$ cat src/rtl/div_seq_ctrl.sv
// div_seq_ctrl: sequential restoring divider controller.
// One (N+1)-bit trial subtractor is reused over N iterations. This module holds the
// partial remainder (R), quotient shift register (Q), divisor (D), iteration counter
// and FSM, and talks to the requester with a start/done handshake.
// Optional feature: define DIV_ZERO_FLAG_EN to add the dz port. A zero divisor then
// bypasses the iterations, and the result is ready one cycle after the start.
module div_seq_ctrl #(
  parameter int N = 8
) (
  input  logic         clk,
  input  logic         rst,
  input  logic         start,
  input  logic [N-1:0] dividend,
  input  logic [N-1:0] divisor,
  output logic         busy,
  output logic         done,
  output logic [N-1:0] quotient,
  output logic [N-1:0] remainder
`ifdef DIV_ZERO_FLAG_EN
  ,
  output logic         dz
`endif
);

  localparam int CW = (N > 1) ? $clog2(N) : 1;
  localparam logic [CW-1:0] CNT_LAST = CW'(N - 1);

  typedef enum logic [1:0] {
    ST_IDLE = 2'd0,
    ST_RUN  = 2'd1,
    ST_DONE = 2'd2
  } state_t;

  state_t          state_q, state_d;
  logic [N-1:0]    q_q, q_d;
  logic [N-1:0]    r_q, r_d;
  logic [N-1:0]    d_q, d_d;
  logic [CW-1:0]   cnt_q, cnt_d;
  logic            busy_q, busy_d;
  logic            done_q, done_d;
`ifdef DIV_ZERO_FLAG_EN
  logic            dz_q, dz_d;
`endif

  logic [N:0]      sub_a;
  logic [N+1:0]    sub_diff;
  logic            sub_co;

  // Shared trial subtractor: A = {R, Q msb}, B = D, CO = 1 means no borrow.
  always_comb begin
    sub_a    = {r_q, q_q[N-1]};
    sub_diff = {1'b0, sub_a} - {2'b00, d_q};
    // R < D (or D == 0 with R < 2^(N-1)) keeps a non-borrowing difference below 2^N,
    // so bit N is zero whenever bit N+1 is; folding it in keeps every bit observed.
    sub_co   = ~(sub_diff[N+1] | sub_diff[N]);
  end

  // Next-state, datapath and output-register inputs.
  always_comb begin
    state_d = state_q;
    q_d     = q_q;
    r_d     = r_q;
    d_d     = d_q;
    cnt_d   = cnt_q;
`ifdef DIV_ZERO_FLAG_EN
    dz_d    = dz_q;
`endif
    case (state_q)
      ST_IDLE, ST_DONE: begin
        if (start) begin
          q_d     = dividend;
          r_d     = {N{1'b0}};
          d_d     = divisor;
          cnt_d   = {CW{1'b0}};
          state_d = ST_RUN;
`ifdef DIV_ZERO_FLAG_EN
          dz_d    = 1'b0;
          if (divisor == {N{1'b0}}) begin
            q_d     = {N{1'b1}};
            r_d     = dividend;
            dz_d    = 1'b1;
            state_d = ST_DONE;
          end else begin
            dz_d    = 1'b0;
          end
`endif
        end else if (state_q == ST_DONE) begin
          state_d = ST_IDLE;
        end else begin
          state_d = ST_IDLE;
        end
      end
      ST_RUN: begin
        if (sub_co) begin
          r_d = sub_diff[N-1:0];
          q_d = {q_q[N-2:0], 1'b1};
        end else begin
          r_d = sub_a[N-1:0];
          q_d = {q_q[N-2:0], 1'b0};
        end
        // The counter stops at its last value rather than wrapping.
        if (cnt_q == CNT_LAST) begin
          state_d = ST_DONE;
        end else begin
          cnt_d = cnt_q + {{(CW-1){1'b0}}, 1'b1};
        end
      end
      default: begin
        state_d = ST_IDLE;
      end
    endcase
    busy_d = (state_d == ST_RUN);
    done_d = (state_d == ST_DONE);
  end

  // State and datapath registers with synchronous active-low reset.
  always_ff @(posedge clk) begin
    if (!rst) begin
      state_q <= ST_IDLE;
      q_q     <= {N{1'b0}};
      r_q     <= {N{1'b0}};
      d_q     <= {N{1'b0}};
      cnt_q   <= {CW{1'b0}};
      busy_q  <= 1'b0;
      done_q  <= 1'b0;
`ifdef DIV_ZERO_FLAG_EN
      dz_q    <= 1'b0;
`endif
    end else begin
      state_q <= state_d;
      q_q     <= q_d;
      r_q     <= r_d;
      d_q     <= d_d;
      cnt_q   <= cnt_d;
      busy_q  <= busy_d;
      done_q  <= done_d;
`ifdef DIV_ZERO_FLAG_EN
      dz_q    <= dz_d;
`endif
    end
  end

  assign busy      = busy_q;
  assign done      = done_q;
  assign quotient  = q_q;
  assign remainder = r_q;
`ifdef DIV_ZERO_FLAG_EN
  assign dz        = dz_q;
`endif

endmodule

$ cat config.mk
export PLATFORM = sky130hd
export DESIGN_NAME = div_seq_ctrl
export DESIGN_NICKNAME = d
export VERILOG_FILES = /design/src/rtl/div_seq_ctrl.sv
export SDC_FILE = /design/constraint.sdc
export NUM_CORES = 1
export LEC_CHECK = 0
export CORE_MARGIN = 10
export CORE_UTILIZATION = 45
export CTS_CLUSTER_DIAMETER = 40
export DETAILED_ROUTE_END_ITERATION = 8
export GPL_ROUTABILITY_DRIVEN = 1
export PLACE_DENSITY = 0.78
export SLEW_MARGIN = 10
export SYNTH_ARGS = -nofsm -noshare
export SYNTH_HDL_FRONTEND = slang
export SYNTH_SLANG_ARGS = --single-unit
$ cat constraint.sdc
create_clock -name clk -period 1.9 [get_ports clk]
set_input_delay 0.38 -clock clk [delete_from_list [all_inputs] [get_ports clk]]
set_output_delay 0.38 -clock clk [all_outputs]
set_load 0.005 [all_outputs]
==> out/qor.yml, run 1 <==
status: "finished with violations"
failed_checks: "negative setup slack"
post_drt_via_cell_ratio: 5.208
start_util_pct: 46.58
area_delta_synth_final_pct: 47.25
crit_path_end_kind: "flop"
ys_types: 36
yosys.area.top_type: "dfxtp_1"
synth_edf_count: 0
coreArea_sq_um: 3661
power.net_switching_mw: 0.5783
hold_violations: 0
sequentialPowerShare_pct: 34.4
nets: 303
cp.arrival_ns: 2.33
worstRegToRegCells: 11
pwr-share-comb_pct: 28.3
clkPwrFrac_pct: 37.3
drc: 0
rows: 22
die-area_sq_um: 6652
root_buffer: "clkbuf_8"
path_class: "reg -> reg"
cap_violations: 0
post-route-period-util_pct: 114.3
drt_first_pass_iters: 4
diodes: 0
hpwl_um: 3221
grt_max_degree: 22
drive_gt1_share_pct: 22.63
cts_sinks: 31
maxSlewViolCount: 0
worst-path-max-fanout: 5
async_reset_ff_share_pct: 0
drtIter0Drc: 77
synth.avg_cell_area_sq_um: 8.082
numCtsBuffers: 5
wl_um: 4601
cts_max_level: 2
gp_congestion: 0.9165
tightest_slew_ns: 0.5068
wl_per_cell_um: 14.29
seq_area_frac_synth_pct: 36.39
grtUsageTotal_pct: 14.15
rsz0062_at_grt: "yes"
ir_worst_vdd_mv: 0.4608
yosysWarnings: 0
skew_ns: 0.005904
setup_viol: 9
synth_commonest_cells: "53 x nand2_1, 31 x dfxtp_1, 19 x nor2_1, 14 x a21oi_1"
clk_latency_ns: 0.29
io_buffers: 36
place_area_sq_um: 2283
cp.required_ns: 2.06
synthCells: 211
yosysMostFrequentCell: "nand2_1"
ys_seq_elements: 31
grt_pass1_vias: 1616
final_area_sq_um: 2511
slew_headroom_pct: 66.21
ys.flop_type: "dfxtp_1"
critPathLaunchType: "flop"
syn_nets: 241
die_w_um: 81.56
final.min_clock_period_ns: 2.171
antenna_left: 0
synth.top_cell.area_share_pct: 36.39
switching_share_pct: 27.65
power_leakage_nw: 1.001
whs_path_depth: 2
grt_pass1_wl_um: 7369
vias: 1677
die_h_um: 81.56
min_path_type: "reg -> reg"
netlist_area_sq_um: 1705
setup_slack_ns: -0.2714
antenna_found_initial: 0
fmaxAchievable_mhz: 460.5
cts_max_path_buffers: 2
cts.reportedPaths.clkPinSlew_ns: 0.07
fin_util_pct: 68.59
io_pins: 37
synth.area.top_cells: "dfxtp_1 36%, nand2_1 12%, ha_1 7.3%, o211ai_2 5.1%, nor2_1 4.2%"
internal_power_mw: 1.513
power_density_nw_per_um2: 832.9
grt-ovfl-total: 0
cts_tree: "yes"
[kinds of logic (layout without fill, tap and decap cells)]
logic type,Yosys count,count (layout),synth area share (%)
flip-flops,31,31,36.39
XOR/XNOR,6,6,3.081
buffers and inverters,21,83,5.283
AO/OA/AOI/OAI,52,53,24.87
AND/OR/NAND/NOR,90,90,21.86
adder cells (fa/ha/maj),11,11,8.511
[power groups by stage]
stage	clock network, mW	registers, mW	logic, mW
floorplan	0	0.734	0.317
global placement	0	0.733	0.504
detailed placement	0	0.733	0.513
CTS	0.785	0.719	0.564
global route	0.812	0.725	0.646
finish	0.780	0.720	0.591
[routing by layer]
layer / vias up / share of wire [%] / GRT usage (%)
met1: 768 / 43 / 16.23
met4: 0 / 2.7 / 5.882
met2: 43 / 47 / 23.38
met3: 12 / 6.7 / 5.022
met5: - / 0 / 0
li1: 854 / - / -
[area by class of cell]
type | count | area [sq um]
fillers | 295 | 1150
multi-input cells | 160 | 1079
flip-flops and latches | 31 | 623.1
repair buffers | 65 | 579.3
clock buffers | 6 | 72.57
clock inverters | 2 | 60.06
well taps | 48 | 60.06
inverters | 10 | 37.54
[placed cells by master, fill, tap and decap left out, drive strengths merged]
master	Yosys	final
o21ai	6	6
o21a	1	1
nor2b	3	3
xnor2	5	5
o2111a	1	1
and3	2	2
nor3	5	5
nor2	19	19
or2	1	1
and2	1	1
a31oi	2	2
o31a	1	1
a211oi	3	4
clkdlybuf4s50	0	36
o21bai	1	1
nand2b	3	3
a21oi	14	14
a21o	1	1
xor2	1	1
inv	10	10
clkbuf	8	6
bufinv	0	2
o211ai	15	15
ha	10	10
dfxtp	31	31
a311oi	7	7
nand3	3	3
fa	1	1
nand2	53	53
buf	3	29
[flip-flops by register name (all words and copies together), names as in the netlist]
register,count
state_q,2
done,1
remainder,8
quotient,8
cnt_q,3
d_q,8
busy,1
[stage by stage]
step	total power [mW]	std cells	setup WS, ns	setup TNS, ns	hold WS [ns]
detailed placement	1.246	309	-0.2934	-2.338	0.4497
CTS	2.068	321	-0.2171	-1.751	0.4590
global placement	1.237	309	-0.2378	-1.901	0.4438
floorplan	1.051	211	-0.1276	-1.089	0.4363
global route	2.182	322	-0.3451	-2.414	0.4744
finish	2.091	322	-0.2714	-1.651	0.4562
[worst max-delay path, stage by stage, from the launching register on]
cell and delay (ns):
dfxtp_2 0.32, inv_2 0.06, ha_4 0.12, inv_2 0.03, fa_2 0.36, a211oi_2 0.26
o21ai_2 0.09, buf_4 0.15, nand3_4 0.09, a211oi_2 0.08, o211ai_1 0.33, o211ai_2 0.14
[worst paths after layout]
check,end,slack (ns),start
setup / recovery,remainder[6]$_SDFFE_PN0P_,-0.27,quotient[7]$_SDFFE_PN0P_
hold / removal,d_q[3]$_SDFFE_PN0P_,0.46,d_q[3]$_SDFFE_PN0P_
setup reg to reg,remainder[6]$_SDFFE_PN0P_,-0.27,quotient[7]$_SDFFE_PN0P_
hold reg to reg,d_q[3]$_SDFFE_PN0P_,0.46,d_q[3]$_SDFFE_PN0P_
[what timing repair did]
item / CTS / global route
resized for setup: 5 / 5
gates cloned: 2 / 0
pin swaps: 7 / 8
buffers inserted: 2 / 1
setup endpoints to repair: 9 / 9
hold buffers: 0 / 0
Note: power is estimated with default switching activity, not from simulation.
==> inputs of run 2 (changes only) <==
CELL_PAD_IN_SITES_DETAIL_PLACEMENT = 0   (was unset)
CELL_PAD_IN_SITES_GLOBAL_PLACEMENT = 1   (was unset)
CORE_UTILIZATION = 33   (was 45)
GPL_ROUTABILITY_DRIVEN = 0   (was 1)
==> run 2 against run 1 <==
Effect of this change:
- the flow still finishes with violations (negative setup slack)
- maximum frequency rose by 5.3%
- register-to-register slack improved by 0.11 ns
- sequential cell count unchanged
- non-clock buffer count down 3
- routed wire length decreased by 7.6%
- critical path type unchanged
==> out/qor.yml, run 2 (same netlist as run 1, synthesis figures left out) <==
dp.cells: 331
worstPathCellList: "inv_2 > ha_4 > inv_2 > fa_2 > a211oi_2 > o21ai_2 > and2_1 > a31oi_2 > or2_1 > buf_12 > o211ai_2"
crit_path_end_kind: "flop"
start_util_pct: 33.60
antenna_found_initial: 0
hold_violations: 0
clk_latency_ns: 0.28
grt_max_degree: 22
post_drt_via_cell_ratio: 4.632
rows: 26
wl_per_cell_um: 12.51
coreArea_sq_um: 5075
root_buffer: "clkbuf_8"
cts_max_path_buffers: 2
io_pins: 37
numCtsBuffers: 5
cp.arrival_ns: 2.23
hpwl_um: 3396
cts_sinks: 31
io_buffers: 36
cts_tree: "yes"
nets: 299
die_h_um: 91.89
cts.reportedPaths.clkPinSlew_ns: 0.07
worst-path-max-fanout: 7
fin_util_pct: 48.05
setup_viol: 9
drc: 0
grtUsageTotal_pct: 10.45
maxSlewViolCount: 0
reg2reg_from: "quotient[7]$_SDFFE_PN0P_"
min_path_type: "reg -> reg"
skew_ns: 0.005393
die_w_um: 91.89
setup_slack_ns: -0.1614
final_cells: 340
antenna_left: 0
cts_hold_buf: 0
critPathSlowestCell: "fa_2"
final_common_cell: "nand2_1"
drive_gt1_share_pct: 20.37
fillCellCount: 530
cp.required_ns: 2.06
area_delta_synth_final_pct: 42.99
grt_pass1_wl_um: 7327
die-area_sq_um: 8443
cap_violations: 0
final_cell_mix: "53 x nand2_1, 36 x clkdlybuf4s50_1, 29 x dfxtp_1, 24 x buf_4, 19 x nor2_1"
diodes: 0
place_area_sq_um: 2336
failed_checks: "negative setup slack"
fmaxAchievable_mhz: 485.1
slowest_delay_ns: 0.35
r2r_end: "remainder[6]$_SDFFE_PN0P_"
grt_pass1_vias: 1624
tightest_slew_ns: 0.8345
ir_worst_vdd_mv: 0.2883
power_leakage_nw: 0.9610
post-route-period-util_pct: 108.5
wl_um: 4252
grt-ovfl-total: 0
whs_path_depth: 2
slew_headroom_pct: 43.94
path_class: "reg -> reg"
r2r_slack_ns: -0.16
min_from: "d_q[6]$_SDFFE_PN0P_"
status: "finished with violations"
rsz0062_at_grt: "yes"
drt_first_pass_iters: 4
drtIter0Drc: 47
worstRegToRegCells: 11
cts_max_level: 2
vias: 1575
final.min_clock_period_ns: 2.061
power_density_nw_per_um2: 733.2
critPathLaunchType: "flop"
final_area_sq_um: 2439
holdPathEnd: "d_q[6]$_SDFFE_PN0P_"
cpMostUsedCell: "inv_2"
run 2: cell types whose count changed in the layout (fill, tap and decap cells not counted), sizes merged:
cell	change
a211oi	-1
buf	-3
bufinv	-2
clkinv	+1
clkinvlp	+1
run 2: metal layers:
metal / track usage [%] / up-vias / part of all wire [%]
li1: - / 840 / -
met5: 0 / - / 0
met2: 16.94 / 26 / 46
met1: 12.44 / 704 / 48
met3: 3.178 / 5 / 3.8
met4: 4.627 / 0 / 1.7
run 2: cell type report:
| type | instances | area [sq um] | area share [%] |
|---|---|---|---|
| timing repair buffer | 62 | 580.6 | 23.81 |
| tap | 70 | 87.58 | 3.592 |
| inverter | 10 | 37.54 | 1.539 |
| clock inverter | 2 | 12.51 | 0.5131 |
| clock buffer | 6 | 72.57 | 2.976 |
| multi-input combinational | 159 | 1025 | 42.02 |
| sequential | 31 | 623.1 | 25.55 |
run 2: critical path, delay by kind of cell (launching register included):
kind,cells,cell delay (ns)
compound gates,4,0.57
fa+ha+maj,2,0.47
buf+inv,3,0.22
flops,1,0.32
simple gates,2,0.34
run 2: what timing repair did:
action,in CTS,in global routing
endpoints found under the hold margin,0,0
setup buffers,1,0
resized for setup,1,1
pin swaps,1,2
setup endpoints to repair,9,9
run 2: worst max path at each step:
stage                             start                   endpoint  slack, ns
2_1_floorplan  quotient[7]$_SDFFE_PN0P_  remainder[4]$_SDFFE_PN0P_      -0.13
5_1_grt        quotient[7]$_SDFFE_PN0P_  remainder[4]$_SDFFE_PN0P_      -0.27
4_1_cts        quotient[7]$_SDFFE_PN0P_  remainder[4]$_SDFFE_PN0P_      -0.19
3_5_place_dp        d_q[1]$_SDFFE_PN0P_  remainder[4]$_SDFFE_PN0P_      -0.19
3_3_place_gp        d_q[1]$_SDFFE_PN0P_  remainder[4]$_SDFFE_PN0P_      -0.17
6_report       quotient[7]$_SDFFE_PN0P_  remainder[6]$_SDFFE_PN0P_      -0.16
run 2: stage by stage:
step	hold slack (ns)	worst slack, ns	total power [mW]	TNS (ns)
global route	0.4748	-0.2682	1.893	-2.374
floorplan	0.4363	-0.1276	1.051	-1.089
finish	0.4564	-0.1614	1.788	-1.295
CTS	0.4588	-0.1886	1.814	-1.606
detailed placement	0.4494	-0.1939	1.291	-1.660
global placement	0.4454	-0.1690	1.284	-1.436
run 2: power breakdown:
part	total, mW	switching [mW]	internal, mW
Clock	0.504	0.248	0.255
Combinational	0.564	0.263	0.301
Sequential	0.720	0.0292	0.691
Total	1.79	0.541	1.25
==> inputs of run 3 (changes only) <==
MAX_ROUTING_LAYER = met4   (was unset)
==> run 3 against run 2 <==
Effect of this change:
- cell area stayed put
- first-iteration DRC count is 13% higher
- combinational power hardly changed
- largest cell class unchanged
- the flow still finishes with violations (negative setup slack)
==> out/qor.yml, run 3 (same netlist as run 1, synthesis figures left out) <==
maxUsedRoutingLayer: "met4"
seq_area_sq_um: 623.1
skew_ns: 0.005395
wl_met1_um: 2070
switching_share_pct: 30.26
antenna_left: 0
min_path_type: "reg -> reg"
met3WireLength_um: 118
die_w_um: 91.89
final.min_clock_period_ns: 2.061
clkPwrFrac_pct: 28.2
hold_violations: 0
antenna_found_initial: 0
power_density_nw_per_um2: 733.4
crit_path_end_kind: "flop"
cp.required_ns: 2.06
status: "finished with violations"
grt_max_degree: 22
io_buffers: 36
diodes: 0
rsz0062_at_grt: "yes"
area_delta_synth_final_pct: 42.99
failed_checks: "negative setup slack"
final_area_sq_um: 2439
drt_first_pass_iters: 4
start_util_pct: 33.60
post_drt_via_cell_ratio: 4.659
nets: 299
die_h_um: 91.89
setup_viol: 9
cts_max_level: 2
grt_pass1_wl_um: 7327
fmaxAchievable_mhz: 485.1
slew_headroom_pct: 43.94
wl_met2_um: 1995
cts.reportedPaths.clkPinSlew_ns: 0.07
final_cell_mix: "53 x nand2_1, 36 x clkdlybuf4s50_1, 29 x dfxtp_1, 24 x buf_4, 19 x nor2_1"
io_pins: 37
place_area_sq_um: 2336
cts_sinks: 31
vias: 1584
power.net_switching_mw: 0.5412
numCtsBuffers: 5
fillCellCount: 530
tightest_slew_ns: 0.8345
final_common_cell: "nand2_1"
wl_per_cell_um: 12.49
wl_um: 4248
place_ws_ns: -0.1939
multiInputGateArea_sq_um: 1025
maxSlewViolCount: 0
die-area_sq_um: 8443
drive_gt1_share_pct: 20.37
cap_violations: 0
cts_tree: "yes"
clk_latency_ns: 0.28
ir_worst_vdd_mv: 0.2883
path_class: "reg -> reg"
power_leakage_nw: 0.9610
grt-ovfl-total: 0
hpwl_um: 3396
drc: 0
worst-path-max-fanout: 7
root_buffer: "clkbuf_8"
grt_pass1_vias: 1627
cp.arrival_ns: 2.23
setup_slack_ns: -0.1614
post-route-period-util_pct: 108.5
rows: 26
sequentialPowerShare_pct: 40.3
coreArea_sq_um: 5075
critPathLaunchType: "flop"
pwr-share-comb_pct: 31.6
internal_power_mw: 1.247
grtUsageTotal_pct: 10.76
cts_hold_buf: 0
drtIter0Drc: 53
cts_max_path_buffers: 2
[run 3: cell counts in the layout (fill, tap and decap cells not counted)]
No cell type changed its count.
[run 3: timing repair]
action | in CTS | in global routing
buffers inserted | 1 | 0
pin swaps | 1 | 2
setup endpoints to repair | 9 | 9
resized for setup | 1 | 1
endpoints found under the hold margin | 0 | 0
[run 3: final timing paths]
kind | start | to | slack [ns] | cells after the start
max | quotient[7]$_SDFFE_PN0P_ | remainder[6]$_SDFFE_PN0P_ | -0.16 | 11
max reg2reg | quotient[7]$_SDFFE_PN0P_ | remainder[6]$_SDFFE_PN0P_ | -0.16 | 11
min | d_q[6]$_SDFFE_PN0P_ | d_q[6]$_SDFFE_PN0P_ | 0.46 | 2
min reg2reg | d_q[6]$_SDFFE_PN0P_ | d_q[6]$_SDFFE_PN0P_ | 0.46 | 2
[run 3: per-layer routing]
layer,vias up,track usage (%)
li1,840,-
met1,711,12.73
met2,28,16.94
met3,5,2.689
met4,0,4.627
met5,-,-
[run 3: cell type report]
class / count / area share, %
repair buffers: 62 / 23.81
multi-input cells: 159 / 42.02
well taps: 70 / 3.592
inverters: 10 / 1.539
flip-flops and latches: 31 / 25.55
clock buffers: 6 / 2.976
clock inverters: 2 / 0.5131
[run 3: stage by stage]
stage               cells  hold slack, ns  util [%]  TNS, ns  power [mW]
floorplan             211          0.4363         -   -1.089       1.051
global placement      331          0.4454     46.03   -1.436       1.284
detailed placement    331          0.4494     46.03   -1.660       1.291
CTS                   340          0.4588     47.93   -1.606       1.814
global route          340          0.4748     48.05   -2.375       1.893
finish                340          0.4564     48.05   -1.299       1.789
[run 3: power by group through the flow]
stage	sequential, mW	clock [mW]	combinational [mW]
6_report	0.720	0.504	0.564
5_1_grt	0.725	0.548	0.620
4_1_cts	0.721	0.522	0.571
3_5_place_dp	0.735	0	0.556
3_3_place_gp	0.734	0	0.550
2_1_floorplan	0.734	0	0.317
[run 3: critical path, cell delays in order, from the launching register on]
cell and delay [ns]:
dfxtp_2 0.32, inv_2 0.05, ha_4 0.12, inv_2 0.04, fa_2 0.35, a211oi_2 0.24, o21ai_2 0.09, and2_1 0.17
a31oi_2 0.16, or2_1 0.17, buf_12 0.13, o211ai_2 0.08
